### src/rtl/cpr_sequencer.sv
// CPR trainer timing controller: repeating N_COMPRESS compressions then N_BREATH breaths, toggled by a pad start input.
// Define CPR_CYCLE_LIMIT_EN to stop in DONE after MAX_CYCLES full cycles.
module cpr_sequencer #(
  parameter int TICK_DIV      = 10000,
  parameter int COMP_PERIOD   = 545,
  parameter int COMP_ON       = 272,
  parameter int N_COMPRESS    = 30,
  parameter int BREATH_PERIOD = 2000,
  parameter int BREATH_ON     = 1000,
  parameter int N_BREATH      = 2,
  parameter int MAX_CYCLES    = 10
) (
  input  logic        clk,
  input  logic        reset,
  input  logic        start,
  output logic        compress_out,
  output logic        breath_out,
  output logic        pulse_out,
  output logic        sync,
  output logic        busy,
  output logic        done,
  output logic [15:0] cycle_count
);

  localparam int PMAX = (COMP_PERIOD > BREATH_PERIOD) ? COMP_PERIOD : BREATH_PERIOD;
  localparam int NMAX = (N_COMPRESS > N_BREATH) ? N_COMPRESS : N_BREATH;
  localparam int TW   = (TICK_DIV > 1) ? $clog2(TICK_DIV) : 1;
  localparam int PW   = (PMAX > 1) ? $clog2(PMAX) : 1;
  localparam int RW   = (NMAX > 1) ? $clog2(NMAX) : 1;

  localparam logic [TW-1:0] TICK_LAST       = TW'(TICK_DIV - 1);
  localparam logic [PW-1:0] COMP_LAST       = PW'(COMP_PERIOD - 1);
  localparam logic [PW-1:0] COMP_ON_CNT     = PW'(COMP_ON);
  localparam logic [PW-1:0] BREATH_LAST     = PW'(BREATH_PERIOD - 1);
  localparam logic [PW-1:0] BREATH_ON_CNT   = PW'(BREATH_ON);
  localparam logic [RW-1:0] COMP_REP_LAST   = RW'(N_COMPRESS - 1);
  localparam logic [RW-1:0] BREATH_REP_LAST = RW'(N_BREATH - 1);
  localparam logic [15:0]   CYCLE_LIMIT     = 16'(MAX_CYCLES);

`ifdef CPR_CYCLE_LIMIT_EN
  localparam bit LIMIT_EN = 1'b1;
`else
  localparam bit LIMIT_EN = 1'b0;
`endif

  typedef enum logic [1:0] {
    IDLE     = 2'd0,
    COMPRESS = 2'd1,
    BREATH   = 2'd2,
    DONE     = 2'd3
  } state_t;

  state_t        state, state_next;
  logic [TW-1:0] presc, presc_next;
  logic [PW-1:0] pcnt, pcnt_next, pcnt_inc;
  logic [RW-1:0] rep, rep_next;
  logic [15:0]   cc_next, cc_inc;
  logic          compress_next, breath_next, pulse_next, sync_next;
  logic          busy_next, done_next;
  logic          s1, s2, s3;
  logic          start_rise;
  logic          tick;

  // Two flops resolve metastability on the pad input; s3 delays s2 for edge detection.
  always_ff @(posedge clk or posedge reset) begin
    if (reset) begin
      s1 <= 1'b0;
      s2 <= 1'b0;
      s3 <= 1'b0;
    end else begin
      s1 <= start;
      s2 <= s1;
      s3 <= s2;
    end
  end

  assign start_rise = s2 & ~s3;
  assign tick       = (presc == TICK_LAST);
  assign pcnt_inc   = pcnt + 1'b1;
  assign cc_inc     = (cycle_count == 16'hFFFF) ? cycle_count : cycle_count + 16'd1;

  always_ff @(posedge clk or posedge reset) begin
    if (reset) begin
      state        <= IDLE;
      presc        <= '0;
      pcnt         <= '0;
      rep          <= '0;
      cycle_count  <= '0;
      compress_out <= 1'b0;
      breath_out   <= 1'b0;
      pulse_out    <= 1'b0;
      sync         <= 1'b0;
      busy         <= 1'b0;
      done         <= 1'b0;
    end else begin
      state        <= state_next;
      presc        <= presc_next;
      pcnt         <= pcnt_next;
      rep          <= rep_next;
      cycle_count  <= cc_next;
      compress_out <= compress_next;
      breath_out   <= breath_next;
      pulse_out    <= pulse_next;
      sync         <= sync_next;
      busy         <= busy_next;
      done         <= done_next;
    end
  end

  // Outputs are computed for the next state so each drive edge lines up with its counter edge.
  always_comb begin
    state_next    = state;
    presc_next    = presc;
    pcnt_next     = pcnt;
    rep_next      = rep;
    cc_next       = cycle_count;
    compress_next = 1'b0;
    breath_next   = 1'b0;
    pulse_next    = 1'b0;
    sync_next     = 1'b0;

    case (state)
      IDLE, DONE: begin
        if (start_rise) begin
          state_next    = COMPRESS;
          presc_next    = '0;
          pcnt_next     = '0;
          rep_next      = '0;
          cc_next       = '0;
          compress_next = 1'b1;
          pulse_next    = 1'b1;
          sync_next     = 1'b1;
        end
      end

      COMPRESS: begin
        if (start_rise) begin
          state_next = IDLE;
          presc_next = '0;
          pcnt_next  = '0;
          rep_next   = '0;
        end else begin
          presc_next    = tick ? '0 : presc + 1'b1;
          compress_next = (pcnt < COMP_ON_CNT);
          if (tick) begin
            if (pcnt != COMP_LAST) begin
              pcnt_next     = pcnt_inc;
              compress_next = (pcnt_inc < COMP_ON_CNT);
            end else begin
              pcnt_next = '0;
              if (rep != COMP_REP_LAST) begin
                rep_next      = rep + 1'b1;
                compress_next = 1'b1;
                pulse_next    = 1'b1;
              end else begin
                rep_next      = '0;
                state_next    = BREATH;
                compress_next = 1'b0;
                breath_next   = 1'b1;
              end
            end
          end
        end
      end

      BREATH: begin
        if (start_rise) begin
          state_next = IDLE;
          presc_next = '0;
          pcnt_next  = '0;
          rep_next   = '0;
        end else begin
          presc_next  = tick ? '0 : presc + 1'b1;
          breath_next = (pcnt < BREATH_ON_CNT);
          if (tick) begin
            if (pcnt != BREATH_LAST) begin
              pcnt_next   = pcnt_inc;
              breath_next = (pcnt_inc < BREATH_ON_CNT);
            end else begin
              pcnt_next = '0;
              if (rep != BREATH_REP_LAST) begin
                rep_next    = rep + 1'b1;
                breath_next = 1'b1;
              end else begin
                rep_next    = '0;
                cc_next     = cc_inc;
                breath_next = 1'b0;
                if (LIMIT_EN && (cc_inc >= CYCLE_LIMIT)) begin
                  state_next = DONE;
                  presc_next = '0;
                end else begin
                  state_next    = COMPRESS;
                  compress_next = 1'b1;
                  pulse_next    = 1'b1;
                  sync_next     = 1'b1;
                end
              end
            end
          end
        end
      end

      default: state_next = IDLE;
    endcase

    busy_next = (state_next == COMPRESS) || (state_next == BREATH);
    done_next = LIMIT_EN && (state_next == DONE);
  end

endmodule

### config.mk
export PLATFORM = sky130hd
export DESIGN_NAME = cpr_sequencer
export DESIGN_NICKNAME = d
export VERILOG_FILES = /design/src/rtl/cpr_sequencer.sv
export SDC_FILE = /design/constraint.sdc
export NUM_CORES = 1
export LEC_CHECK = 0
export BUFFER_PORTS_ARGS = -buffer_cell sky130_fd_sc_hd__buf_2
export CORE_MARGIN = 2
export CORE_UTILIZATION = 52
export CTS_BUF_LIST = sky130_fd_sc_hd__clkbuf_4
export DETAILED_ROUTE_END_ITERATION = 10
export PLACE_DENSITY = 0.75
export RECOVER_POWER = 50
export SETUP_SLACK_MARGIN = 0.4
export SYNTH_ARGS = -nofsm -noshare
export SYNTH_HDL_FRONTEND = slang
export SYNTH_SLANG_ARGS = --single-unit
### constraint.sdc
create_clock -name clk -period 4.9 [get_ports clk]
set_input_delay 0 -clock clk [delete_from_list [all_inputs] [get_ports clk]]
set_output_delay 0 -clock clk [all_outputs]
set_load 0.02 [all_outputs]
# After elaboration in Yosys (flattened, before gate mapping)
# Index checks and enable logic that the tools add are counted.
[word_totals]
word_cells = 115
inputBits = 3
ff_bits = 56
[op_classes]
n_bitwise = 2
n_reduce_logical = 8
addsub = 4
mux = 63
eq_ne = 21
n_lt_le_gt_ge = 4
[op_table]
columns = ["op", "n"]
rows = [
  ["2-to-1 mux 16 bit", 6],
  ["2-to-1 mux 11 bit", 7],
  ["2-to-1 mux 5 bit", 9],
  ["2-to-1 mux 14 bit", 3],
  ["one-hot mux 11 bit (3 select lines)", 1],
  ["one-hot mux 16 bit (2 select lines)", 1],
  ["one-hot mux 14 bit (2 select lines)", 1],
  ["< comparator 11 x 10 -> 1 bit, second input constant", 2],
  ["< comparator 11 x 9 -> 1 bit, second input constant", 2],
  ["2-to-1 mux 1 bit", 20],
  ["2-to-1 mux 2 bit", 9],
  ["adder 16 x 1 -> 16 bit, second input constant", 1],
  ["== test 16 bit, second input constant", 1],
  ["one-hot mux 5 bit (3 select lines)", 1],
  ["adder 14 x 1 -> 14 bit, second input constant", 1],
  ["== test 14 bit, second input constant", 1],
  ["!= test 2 bit, second input constant", 6],
  ["!= test 3 bit, second input constant", 4],
  ["adder 11 x 1 -> 11 bit, second input constant", 1],
  ["!= test 11 x 10 -> 1 bit, second input constant", 1],
  ["!= test 11 bit, second input constant", 1],
  ["AND reduction 7 bit", 1],
  ["== test 2 bit, second input constant", 3],
  ["one-hot mux 1 bit (3 select lines)", 2],
  ["other kinds (14)", 17],
]

# Logic depth before layout (Yosys ltp)
[logic_depth]
depth_word = 8
depth_mapped = 9
depth_no_buf = 7

# Worst setup path before layout
# OpenSTA, ideal clock, no wires.
[synth_path]
kind = "register to register"
from = "register pcnt[1]"
to = "register cycle_count[15]"
stages_incl_launch_ff = 9
required_ns = 4.822
period_less_slack_ns = 2.626
path_slack_ns = 2.274
arrival_ns = 2.548
path_cell_list = "dfrtp_1 -> ha_1 -> clkbuf_1 -> nand3_1 -> or4_4 -> a211o_2 -> buf_6 -> or4_1 -> a21oi_1"
[synth_via]
elab_chain_len = 3
[synth_rtl]
columns = ["item", "line", "source"]
rows = [
  ["start, declared", "55", "logic [PW-1:0] pcnt, pcnt_next, pcnt_inc;"],
  ["start signal, assigned", "98", "pcnt <= pcnt_next;"],
  ["!= test 11 bit", "176", "if (pcnt != BREATH_LAST) begin"],
  ["!= test 2 bit (no source line)", "-", ""],
  ["AND reduction 7 bit (no source line)", "-", ""],
  ["end signal, assigned", "100", "cycle_count <= cc_next;"],
  ["end, declared", "22", "output logic [15:0] cycle_count"],
]
# No other way between the ends.
# A chain may end at the register's enable or synchronous reset.

==> out/summary.json <==
{
  "setup.worst_path.end_class": {"value": "async pin"},
  "total_power": {"value": 1.02, "unit": "mW"},
  "post_drt_wl_per_cell": {"value": 15.8, "unit": "um"},
  "yosys_warnings": {"value": 0},
  "post_synth_inst_count": {"value": 382},
  "synth.yosys.seq_area_share": {"value": 41.2, "unit": "%"},
  "dominantRegCellSynth": {"value": "sky130_fd_sc_hd__dfrtp_1"},
  "drv.max_cap_violation_count": {"value": 1},
  "cts-root-buf": {"value": "sky130_fd_sc_hd__clkbuf_4"},
  "tritoncts": {"value": "yes"},
  "fp.dieH": {"value": 84.9, "unit": "um"},
  "clk_latency": {"value": 380, "unit": "ps"},
  "required": {"value": 4770, "unit": "ps"},
  "layout-drive-gt1-share": {"value": 8.95, "unit": "%"},
  "switching_power_share_of_the_total": {"value": 34.1, "unit": "%"},
  "postLayoutCellArea": {"value": 3590, "unit": "um2"},
  "antennaDiodeCount": {"value": 0},
  "starting_density_of_the_core": {"value": 53.6, "unit": "%"},
  "layout_overhead_on_the_synthesized_area": {"value": 5.59, "unit": "%"},
  "power_frac_comb": {"value": 26.4, "unit": "%"},
  "p_per_area": {"value": 284, "unit": "nW/um2"},
  "synth.avg_cell_area": {"value": 8.91, "unit": "um2"},
  "min_period_over_period": {"value": 60.5, "unit": "%"},
  "cts_resized": {"value": 0},
  "final_slew_violations": {"value": 57},
  "netlist.area_leader.share": {"value": 41.2, "unit": "%"},
  "ys_types": {"value": 67},
  "setup_crit_start_kind": {"value": "input pin"},
  "num-nets-final": {"value": 403},
  "period_minus_ws_final": {"value": 2970, "unit": "ps"},
  "viasPerCell": {"value": 6.35},
  "ys_ff_latch": {"value": 56},
  "antenna_found_initial": {"value": 0},
  "worst-path-max-fanout": {"value": 56},
  "power.static_leakage": {"value": 1.49, "unit": "nW"},
  "placed_area": {"value": 3520, "unit": "um2"},
  "synth.cell_area": {"value": 3400, "unit": "um2"},
  "drtPass1Iterations": {"value": 4},
  "cts_htree_levels": {"value": 2},
  "hold_viol": {"value": 0},
  "fin_skew": {"value": 10.2, "unit": "ps"},
  "seqPwrFrac": {"value": 49.6, "unit": "%"},
  "vias_in_the_first_global_route": {"value": 2758},
  "timing.max_slew.rel_slack": {"value": -98.5, "unit": "%"},
  "pwr-share-clk": {"value": 24.0, "unit": "%"},
  "worstPathArrival": {"value": 2840, "unit": "ps"},
  "cts_buffers": {"value": 5},
  "tightest_slew": {"value": 2980, "unit": "ps"},
  "gr-total-overflow": {"value": 0},
  "status": {"value": "finished with violations"},
  "grt_pass1_wl": {"value": 12700, "unit": "um"},
  "tritoncts_num_sinks": {"value": 56},
  "violations_in_the_final_reports": {"value": "capacitance limit, slew limit"},
  "async_flop_share": {"value": 100, "unit": "%"},
  "drt.antenna.violating_nets": {"value": 0},
  "die-area": {"value": 7210, "unit": "um2"},
  "hold_ws": {"value": 252, "unit": "ps"},
  "place.port_buffers": {"value": 23},
  "rsz_0062_raised_after_global_routing": {"value": "false"},
  "first_iter_violations": {"value": 211},
  "final.setup.tns": {"value": 0, "unit": "ps"},
  "vdd_ir_drop_max": {"value": 0.164, "unit": "mV"},
  "power_switching": {"value": 0.349, "unit": "mW"},
  "worstSetupPathType": {"value": "in -> async"},
  "grt_start_max_net_pins": {"value": 57},
  "power_report.internal_total": {"value": 0.674, "unit": "mW"},
  "layout.cells.non_filler": {"value": 468},
  "floorplan.die.width": {"value": 84.9, "unit": "um"},
  "drt_drc_violations_left": {"value": 0},
  "min-delay-path-class": {"value": "in -> reg"},
  "synth-edff-count": {"value": 0},
  "route.vias.total": {"value": 2972},
  "clockBufferDepth": {"value": 2},
  "timing.fmax": {"value": 0.337, "unit": "GHz"},
  "mappedNetlistNets": {"value": 393},
  "synthTopCellsByArea": {"value": "sky130_fd_sc_hd__dfrtp_1 41%, sky130_fd_sc_hd__a21oi_1 3.8%, sky130_fd_sc_hd__o21ai_0 3.5%"},
  "place.detailed.hpwl": {"value": 5110, "unit": "um"},
  "core_area": {"value": 6350, "unit": "um2"},
  "grtUsageTotal": {"value": 21.2, "unit": "%"},
  "yosys_top_cell_by_area": {"value": "sky130_fd_sc_hd__dfrtp_1"},
  "design.portCount": {"value": 25},
  "detail_route.wirelength": {"value": 7410, "unit": "um"},
  "clkTransAtPathRegs": {"value": 150, "unit": "ps"},
  "placed_cells_incl_taps": {"value": 460},
  "rows": {"value": 29},
  "setup_viol": {"value": 0},
  "globalplace.congestion": {"value": 0.858}
}
[cells in the mapped netlist (9+ instances only)]
cell type	instances
sky130_fd_sc_hd__nand2_1	30
sky130_fd_sc_hd__or3_1	11
sky130_fd_sc_hd__a21oi_1	26
sky130_fd_sc_hd__o31ai_1	9
sky130_fd_sc_hd__nand4_1	14
sky130_fd_sc_hd__dfrtp_1	56
sky130_fd_sc_hd__clkbuf_1	19
sky130_fd_sc_hd__nand3_1	22
sky130_fd_sc_hd__o21ai_0	24
sky130_fd_sc_hd__inv_1	15
sky130_fd_sc_hd__a31oi_1	10
sky130_fd_sc_hd__or4_1	9
sky130_fd_sc_hd__nor2_1	21
[cell usage in the layout (no fill, tap or decap), types with 9 or more instances in the layout]
cell type / count
sky130_fd_sc_hd__nand2_1: 30
sky130_fd_sc_hd__or4_1: 9
sky130_fd_sc_hd__a21oi_1: 26
sky130_fd_sc_hd__buf_2: 16
sky130_fd_sc_hd__o21ai_0: 24
sky130_fd_sc_hd__inv_1: 15
sky130_fd_sc_hd__a31oi_1: 10
sky130_fd_sc_hd__o31ai_1: 9
sky130_fd_sc_hd__dfrtp_1: 56
sky130_fd_sc_hd__nor2_1: 21
sky130_fd_sc_hd__nand3_1: 22
sky130_fd_sc_hd__or3_1: 11
sky130_fd_sc_hd__nand4_1: 14
[power by group through the flow]
stage	registers (mW)	clock network [mW]	logic, mW
6_report	0.507	0.245	0.270
5_1_grt	0.511	0.269	0.299
4_1_cts	0.506	0.250	0.273
3_5_place_dp	0.515	0	0.271
3_3_place_gp	0.514	0	0.263
2_1_floorplan	0.524	0	0.189
[metal layers]
metal | track usage [%] | share of wire, % | vias up
li1 | - | - | 1462
met3 | 2.82 | 3.9 | 9
met1 | 29.4 | 48 | 1433
met2 | 34.9 | 47 | 68
met5 | 0 | 0 | -
met4 | 5.92 | 1.6 | 0
[cell families (layout without fill, tap and decap cells)]
| group | Yosys count | in the layout | synth area share (%) |
|---|---|---|---|
| simple gates | 158 | 158 | 26.5 |
| flops | 56 | 56 | 41.2 |
| fa+ha+maj | 8 | 8 | 2.94 |
| compound gates | 106 | 106 | 20.6 |
| other cells | 1 | 1 | 0.110 |
| buf+inv | 40 | 49 | 5.04 |
| mux | 6 | 6 | 1.80 |
| xor+xnor | 7 | 7 | 1.80 |
[cell type report]
type / count / area, um2
timing repair buffer: 27 / 138
clock inverter: 1 / 30.0
tap: 77 / 96.3
clock buffer: 5 / 37.5
inverter: 16 / 60.1
fill: 598 / 2760
sequential: 56 / 1400
multi-input combinational: 286 / 1830
[stage by stage]
step                      worst slack (ps)  util, %
after floorplan                       2270        -
after global placement                2080     55.4
after detailed placement              1970     55.4
after CTS                             1960     56.8
after global routing                  1310     56.6
final                                 1930     56.6
[worst max-delay path, stage by stage]
cell                            delay [ps]
sky130_fd_sc_hd__dlygate4sd3_1         540
sky130_fd_sc_hd__buf_2                 120
sky130_fd_sc_hd__inv_1                  40
sky130_fd_sc_hd__clkbuf_1             2090
[flip-flops by register name, summed over array words and instances, names as in the netlist]
| signal | count |
|---|---|
| cycle_count | 16 |
| presc | 14 |
| pcnt | 11 |
| rep | 5 |
| state | 2 |
| breath_out | 1 |
| busy | 1 |
| compress_out | 1 |
| pulse_out | 1 |
| s1 | 1 |
| s2 | 1 |
| s3 | 1 |
| sync | 1 |
[final timing paths]
check | depth (start not counted) | to | slack [ps] | startpoint
worst max register to register | 6 | cycle_count[4]$_DFFE_PP0P_ | 1950 | pcnt[0]$_DFFE_PP0P_
worst max-delay path | 4 | pcnt[7]$_DFFE_PP0P_ | 1930 | reset
worst min register to register | 0 | s2$_DFF_PP0_ | 370 | s1$_DFF_PP0_
min in group asynchronous | 4 | cycle_count[7]$_DFFE_PP0P_ | 1290 | reset
max in group clk | 6 | cycle_count[4]$_DFFE_PP0P_ | 1950 | pcnt[0]$_DFFE_PP0P_
worst min-delay path | 2 | s1$_DFF_PP0_ | 250 | start
[timing repair]
action,in CTS,in global routing
hold endpoints to repair,57,0
buffers inserted,0,0
hold buffers,2,0
(Power assumes the default switching activity.)
